<file path="config.mk">
export PLATFORM = sky130hd
export DESIGN_NAME = imem_loader
export DESIGN_NICKNAME = d
export VERILOG_FILES = /design/src/rtl/loader_pkg.sv /design/src/rtl/byte_packer.sv /design/src/rtl/imem_loader.sv
export SDC_FILE = /design/constraint.sdc
export NUM_CORES = 1
export LEC_CHECK = 0
export BUFFER_PORTS_ARGS = -buffer_cell sky130_fd_sc_hd__buf_2
export CORE_AREA = 2 2 90 92
export CTS_CLUSTER_DIAMETER = 200
export DETAILED_ROUTE_END_ITERATION = 16
export DIE_AREA = 0 0 92 94
export HOLD_SLACK_MARGIN = 0.08
export PLACE_DENSITY = 0.75
export SLEW_MARGIN = 20
export SYNTH_ARGS = -nofsm -noshare
export SYNTH_HDL_FRONTEND = slang
export SYNTH_SLANG_ARGS = --single-unit
</file>
<file path="constraint.sdc">
create_clock -name clk -period 2.6 [get_ports clk]
set_clock_uncertainty 0.15 [all_clocks]
set_input_delay 0.13 -clock clk [delete_from_list [all_inputs] [get_ports clk]]
set_output_delay 0.13 -clock clk [all_outputs]
set_load 0.005 [all_outputs]
</file>
<file path="src/rtl/loader_pkg.sv">
// Shared definitions for the instruction-memory program loader.
// State encoding and frame geometry constants.
package loader_pkg;

  typedef logic [2:0] state_t;

  localparam state_t ST_HDR0 = 3'd0;
  localparam state_t ST_HDR1 = 3'd1;
  localparam state_t ST_DATA = 3'd2;
  localparam state_t ST_DONE = 3'd3;
  localparam state_t ST_ERR  = 3'd4;

  localparam int HDR_BYTES  = 2;
  localparam int WORD_BYTES = 4;

endpackage

</file>
<file path="src/rtl/byte_packer.sv">
// Little-endian byte-to-word assembler for the program loader.
// Holds three bytes; the fourth arrives on din and completes the word.
module byte_packer
  import loader_pkg::*;
(
  input  logic        clk,
  input  logic        rstn,
  input  logic        clear,
  input  logic        push,
  input  logic [7:0]  din,
  output logic [31:0] word_out,
  output logic        word_done
);

  logic [23:0] r_buf;
  logic [1:0]  r_idx;

  assign word_out  = {din, r_buf};
  assign word_done = push && (r_idx == 2'(WORD_BYTES - 1));

  // Shift bytes in from the top so the first byte lands in bits [7:0].
  always_ff @(posedge clk or negedge rstn) begin
    if (!rstn) begin
      r_buf <= '0;
      r_idx <= '0;
    end else if (clear) begin
      r_idx <= '0;
    end else if (push) begin
      r_buf <= {din, r_buf[23:8]};
      r_idx <= r_idx + 2'd1;
    end
  end

endmodule

</file>
<file path="src/rtl/imem_loader.sv">
// Byte-stream program loader: header, word assembly, imem writes.
// Keeps the core in reset until the whole frame has been written.
module imem_loader
  import loader_pkg::*;
#(
  parameter int ADDR_W = 6
) (
  input  logic              clk,
  input  logic              rstn,
  input  logic              s_valid,
  input  logic [7:0]        s_data,
  output logic              s_ready,
  input  logic              reload,
  output logic              im_we,
  output logic [ADDR_W-1:0] im_addr,
  output logic [31:0]       im_wdata,
  output logic              cpu_rstn,
  output logic              loaded,
  output logic              err
);

  localparam int DEPTH = 1 << ADDR_W;

  state_t        r_state;
  logic [15:0]   r_cnt;
  logic [ADDR_W:0] r_widx;

  logic        w_xfer;
  logic [15:0] w_n;
  logic        w_push;
  logic        w_clear;
  logic [31:0] w_word;
  logic        w_word_done;
  logic        w_last;

  assign s_ready = (r_state == ST_HDR0) ||
                   (r_state == ST_HDR1) ||
                   (r_state == ST_DATA);

  assign w_xfer  = s_valid && s_ready;
  assign w_n     = {s_data, r_cnt[7:0]};
  assign w_push  = w_xfer && (r_state == ST_DATA);
  assign w_clear = w_xfer && (r_state == ST_HDR1);
  assign w_last  = {{(15 - ADDR_W){1'b0}}, r_widx}
                   == (r_cnt - 16'd1);

  byte_packer u_pack (
    .clk       (clk),
    .rstn      (rstn),
    .clear     (w_clear),
    .push      (w_push),
    .din       (s_data),
    .word_out  (w_word),
    .word_done (w_word_done)
  );

  // Frame FSM with registered memory-write and core-control outputs.
  always_ff @(posedge clk or negedge rstn) begin
    if (!rstn) begin
      r_state  <= ST_HDR0;
      r_cnt    <= '0;
      r_widx   <= '0;
      im_we    <= 1'b0;
      im_addr  <= '0;
      im_wdata <= '0;
      cpu_rstn <= 1'b0;
      loaded   <= 1'b0;
      err      <= 1'b0;
    end else begin
      im_we <= 1'b0;
      unique case (r_state)
        ST_HDR0: begin
          if (w_xfer) begin
            r_cnt[7:0] <= s_data;
            r_state    <= ST_HDR1;
          end
        end
        ST_HDR1: begin
          if (w_xfer) begin
            r_cnt[15:8] <= s_data;
            r_widx      <= '0;
            if (w_n == 16'd0) begin
              r_state  <= ST_DONE;
              cpu_rstn <= 1'b1;
              loaded   <= 1'b1;
            end else if (w_n > 16'(DEPTH)) begin
              r_state <= ST_ERR;
              err     <= 1'b1;
            end else begin
              r_state <= ST_DATA;
            end
          end
        end
        ST_DATA: begin
          if (w_word_done) begin
            im_we    <= 1'b1;
            im_wdata <= w_word;
            im_addr  <= r_widx[ADDR_W-1:0];
            r_widx   <= r_widx + 1'b1;
            if (w_last) begin
              r_state  <= ST_DONE;
              cpu_rstn <= 1'b1;
              loaded   <= 1'b1;
            end
          end
        end
        ST_DONE: begin
          if (reload) begin
            r_state  <= ST_HDR0;
            cpu_rstn <= 1'b0;
            loaded   <= 1'b0;
          end
        end
        ST_ERR: begin
          r_state <= ST_ERR;
        end
        default: begin
          r_state <= ST_HDR0;
        end
      endcase
    end
  end

endmodule

</file>
-- After elaboration in Yosys (flattened, before gate mapping)
Cells that the tools add are included.
- register bits: 93
- input bits: 12
- logic and storage cells: 69
- $add $sub $neg: 3
- magnitude comparators: 1
- equal/unequal tests: 12
- multiplexer cells: 21
- bitwise gates (word level): 2
- reduce and logical (&&, ||, !) cells: 19
- operators with widths (kind ; number):
    3-bit two-way mux ; 7
    7-bit by 16-bit equality test with 1-bit output ; 1
    16-bit by 7-bit greater-than comparator with 1-bit output, second input constant ; 1
    16-bit logical NOT ; 1
    16-bit by 1-bit subtractor with 16-bit output, second input constant ; 1
    3-bit one-hot mux with 5 select lines ; 1
    7-bit two-way mux ; 2
    7-bit one-hot mux with 2 select lines ; 1
    2-bit inequality test, second input constant ; 4
    2-bit AND reduction ; 4
    7-bit by 1-bit adder with 7-bit output, second input constant ; 1
    1-bit two-way mux ; 7
    3-bit by 2-bit equality test with 1-bit output, second input constant ; 2
    6-bit AND reduction ; 1
    5-bit AND reduction ; 1
    1-bit logical AND ; 4
    2-bit two-way mux ; 2
    2-bit by 1-bit inequality test with 1-bit output, second input constant ; 2
    4-bit AND reduction ; 1
    2-bit nonzero test ; 2
    3-bit by 1-bit equality test with 1-bit output, second input constant ; 1
    3-bit equality test, second input constant ; 1
    3-bit logical NOT ; 1
    1-bit one-hot mux with 3 select lines ; 1
    other kinds (6) ; 8

-- Depth between registers and ports, before layout
- depth after elaboration: 8
- mapped depth: 9

-- Modules after synthesis
From an unflattened synthesis, not the netlist that was laid out.
- cells, all modules: 339
- area, all modules: 4281.6 um^2
- modules (own cells, without submodules) (module ; times used ; cells an instance ; area each (um^2) ; sequential area each (um^2)):
    imem_loader ; 1 ; 271 ; 3114.2 ; 1676.6
    byte_packer ; 1 ; 68 ; 1167.4 ; 650.6

-- Worst setup path after synthesis
No wires, ideal clock.
- kind: register to register
- start point: register r_cnt[0]
- end point: register r_state[0]
- setup time: 0.096 ns
- arrival time: 1.847 ns
- required time: 2.354 ns
- path slack: 0.508 ns
- stages on the path, launching flop included: 9
- buffers on the path: 0
- clock period less this slack: 2.092 ns
- cell sequence: dfrtp_1 -> inv_1 -> ha_1 -> nor3b_2 -> nand2_2 -> nor4_1 -> a41oi_1 -> a211o_1 -> o31ai_1
- cells in the longest elaborated chain, start to end: 4
- ends and longest elaborated chain (item ; RTL line ; source):
    start: declaration ; imem_loader.sv:25 ; logic [15:0] r_cnt;
    start signal: assignment ; imem_loader.sv:74 ; r_cnt[7:0] <= s_data;
    16-bit by 1-bit subtractor with 16-bit output or 16-bit logical NOT (tied branches) ; imem_loader.sv:45, imem_loader.sv:82 ;
    7-bit by 16-bit equality test with 1-bit output or 3-bit two-way mux (tied branches) ; imem_loader.sv:45, imem_loader.sv:82 ;
    2-bit inequality test (no line) or 3-bit two-way mux (tied branches) ; n/a ;
    5-bit AND reduction (no line) or 3-bit one-hot mux with 5 select lines (tied branches) ; n/a ;
    end signal: assignment ; imem_loader.sv:60 ; r_state <= ST_HDR0;
    end signal: assignment ; imem_loader.sv:75 ; r_state <= ST_HDR1;
    end signal: assignment ; imem_loader.sv:83 ; r_state <= ST_DONE;
    end: declaration ; imem_loader.sv:24 ; state_t r_state;
Several ways; a longest one is shown, not always the timed one. The select of a mux whose other input is x is not followed.
A chain may end at the register's enable or synchronous reset.

-- Worst setup path after layout
Ends and elaborated chain as after synthesis.

==> impl_metrics.ini <==
[status]
status = complete, no violations

[placement]
port_buffers = 54
dpl.hpwl_um = 5490
placed_cell_area_um2 = 4470
routabilityCongestion = 0.905
dp.cells = 460

[floorplanning]
die_area_um2 = 8650
initial_core_util = 0.540
fp-row-count = 32
die_x_um = 92
core_area_um2 = 7610
die-height_um = 94
ioPinCount = 55

[layout]
antenna_cells = 0
drive_gt1_frac = 0.426
final_cell_area_um2 = 4800
final_cells = 487
post-route-util = 0.631
area_growth_pct = 16.9
layout.nets = 395

[timing]
worstMarginPinSlew_ns = 0.721
rsz0062_at_grt = false
hold_viol = 0
finalSetupViolations = 0
fmax_mhz = 421
slew_headroom = 0.517
tns_ns = 0
finalMaxSlewViolations = 0
fin_crit_sh = 0.913
period_minus_slack_ns = 2.37

[power_and_ir_drop]
p_per_area_nw_per_um2 = 746
p_leak_nw = 2.38
ir_drop_v = 0.000564
finalPower_mw = 3.58

[worst_setup_path]
worstPathRequired_ns = 2.72
worstPathArrival_ns = 2.49
crit_path_start_kind = flip-flop
worst_setup_path_end_kind = flip-flop
path_max_fanout = 8
setup.worst_path.class = reg -> reg

[grt]
grt_max_degree = 52
grt_pass1_vias = 2687
grt_overflow_total = 0
grt_util_all_layers = 0.201
grt_pass1_wl_um = 13400
antenna_found_initial = 0

[cts]
htreeDepth = 3
cts_resized = 0
cts_root_buf = clkbuf_8
clk_path_buf_depth = 2
clkTransAtPathRegs_ns = 0.09
cts.sinks = 93
tritoncts = done
numCtsBuffers = 9
clock_latency_ns = 0.36

[route]
dr.max_layer_used = met4
ant_nets = 0
routed_wl_um = 8050
wl_met3_um = 419
wl_per_cell_um = 16.5
num_vias = 2682
wl_met1_um = 3730
drt-initial-drc-count = 133
drcViolationCount = 0
dr_wl_met2_um = 3770
drt-pass1-iter-count = 4
viasPerCell = 5.51

[yosys]
synth-seq-cells = 93
synth_top_area_cell = dfrtp_1
yosys_warnings = 0
synth_top_area_frac = 0.567
async_flop_share = 1.00
synthTopCellsByArea = dfrtp_1, mux2_2, nor2_1, xnor2_1, o21ai_0
synth_area_um2 = 4110
synth-edff-count = 0
synth_ff_type = dfrtp_1
avgSynthCellArea_um2 = 13.1
syn-num-nets = 329
synth.distinct_cells = 48
ys_seq_area_frac = 0.567
syn_inst = 314

[job]
drv_cap = 0

[hold_path]
hold_path.class = in -> async
-- synthesized netlist by cell type (all sizes together) (2+ instances only) --
library cell and count:
xor2 6, o31ai 4, mux2 75, a211o 2, a21oi 7, nand4 2, a22o 3, nor3b 3
nor4 8, nand3b 2, nor3 10, nor2 18, inv 7, o211ai 2, nand2b 2, buf 12
dfrtp 93, nand2 16, xnor2 7, a21o 2, clkbuf 2, ha 3, o21ai 11
-- cells by family after synthesis --
kind of cell,count (synthesis),share of synthesized area
flops,93,0.567
buf+inv,21,0.0247
mux,75,0.206
fa+ha+maj,3,0.00914
simple gates,67,0.0957
compound gates,42,0.0704
xor+xnor,13,0.0277
-- layer usage --
layer | vias up | GRT usage
met4 | 0 | 0.0709
li1 | 1268 | -
met2 | 74 | 0.315
met3 | 14 | 0.0538
met5 | - | 0
met1 | 1326 | 0.273
-- power breakdown --
part	internal [mW]	switching, mW	total (mW)	leakage, nW
sequential	1.59	0.267	1.85	1.26
clock	0.489	0.536	1.03	0.107
combinational	0.345	0.358	0.703	1.01
total	2.42	1.16	3.58	2.38
-- cell type report --
class,count,area [um2]
Sequential cell,93,2330
Clock buffer,10,138
Inverter,7,26.3
Clock inverter,6,77.6
Multi-Input combinational cell,200,1680
Timing Repair Buffer,69,425
Tap cell,102,128
Fill cell,609,2810
-- final timing paths --
check	from	cells after the start	endpoint	slack (ns)
max in group asynchronous	rstn	3	im_wdata[16]$_DFFE_PN0P_	1.46
hold reg to reg	err$_DFFE_PN0P_	1	err$_DFFE_PN0P_	0.31
hold / removal	rstn	2	im_addr[4]$_DFFE_PN0P_	0.19
setup reg to reg	r_cnt[0]$_DFFE_PN0P_	8	r_state[0]$_DFFE_PN0P_	0.23
min in group clk	err$_DFFE_PN0P_	1	err$_DFFE_PN0P_	0.31
setup / recovery	r_cnt[0]$_DFFE_PN0P_	8	r_state[0]$_DFFE_PN0P_	0.23
-- registers in the layout, summed over array words and instances (netlist names) --
register and flops:
u_pack.r_idx 2, im_wdata 32, loaded 1, r_state 3
im_addr 6, err 1, im_we 1, r_widx 7
r_cnt 16, u_pack.r_buf 24
-- critical path, cell delays in order (launching register included) --
cell and delay [ns]:
dfrtp_1 0.43, inv_1 0.10, ha_1 0.24, nor3b_2 0.30, nand2_2 0.18, nor4b_2 0.25
nor4_1 0.09, a211o_1 0.30, o31ai_1 0.23
-- repair_timing --
item | CTS | global route
endpoints found under the hold margin | 84 | 0
hold buffers | 11 | 0
setup buffers | 0 | 0
-- metrics by stage --
stage               setup WS, ns  hold slack (ns)
floorplan                  0.508           -0.316
global placement           0.395           0.0484
detailed placement         0.281           0.0587
CTS                        0.258            0.210
global route              0.0466            0.248
finish                     0.226            0.194
-- placed cells by master (no fill, tap or decap), drive strengths merged, types with 10 or more instances in the layout --
cell type / n
clkbuf: 10
inv: 10
dfrtp: 93
buf: 58
nand2: 16
mux2: 75
o21ai: 11
nor2: 18
nor3: 10
dlygate4sd3: 11
No activity file was read; power rests on OpenSTA's default activity.
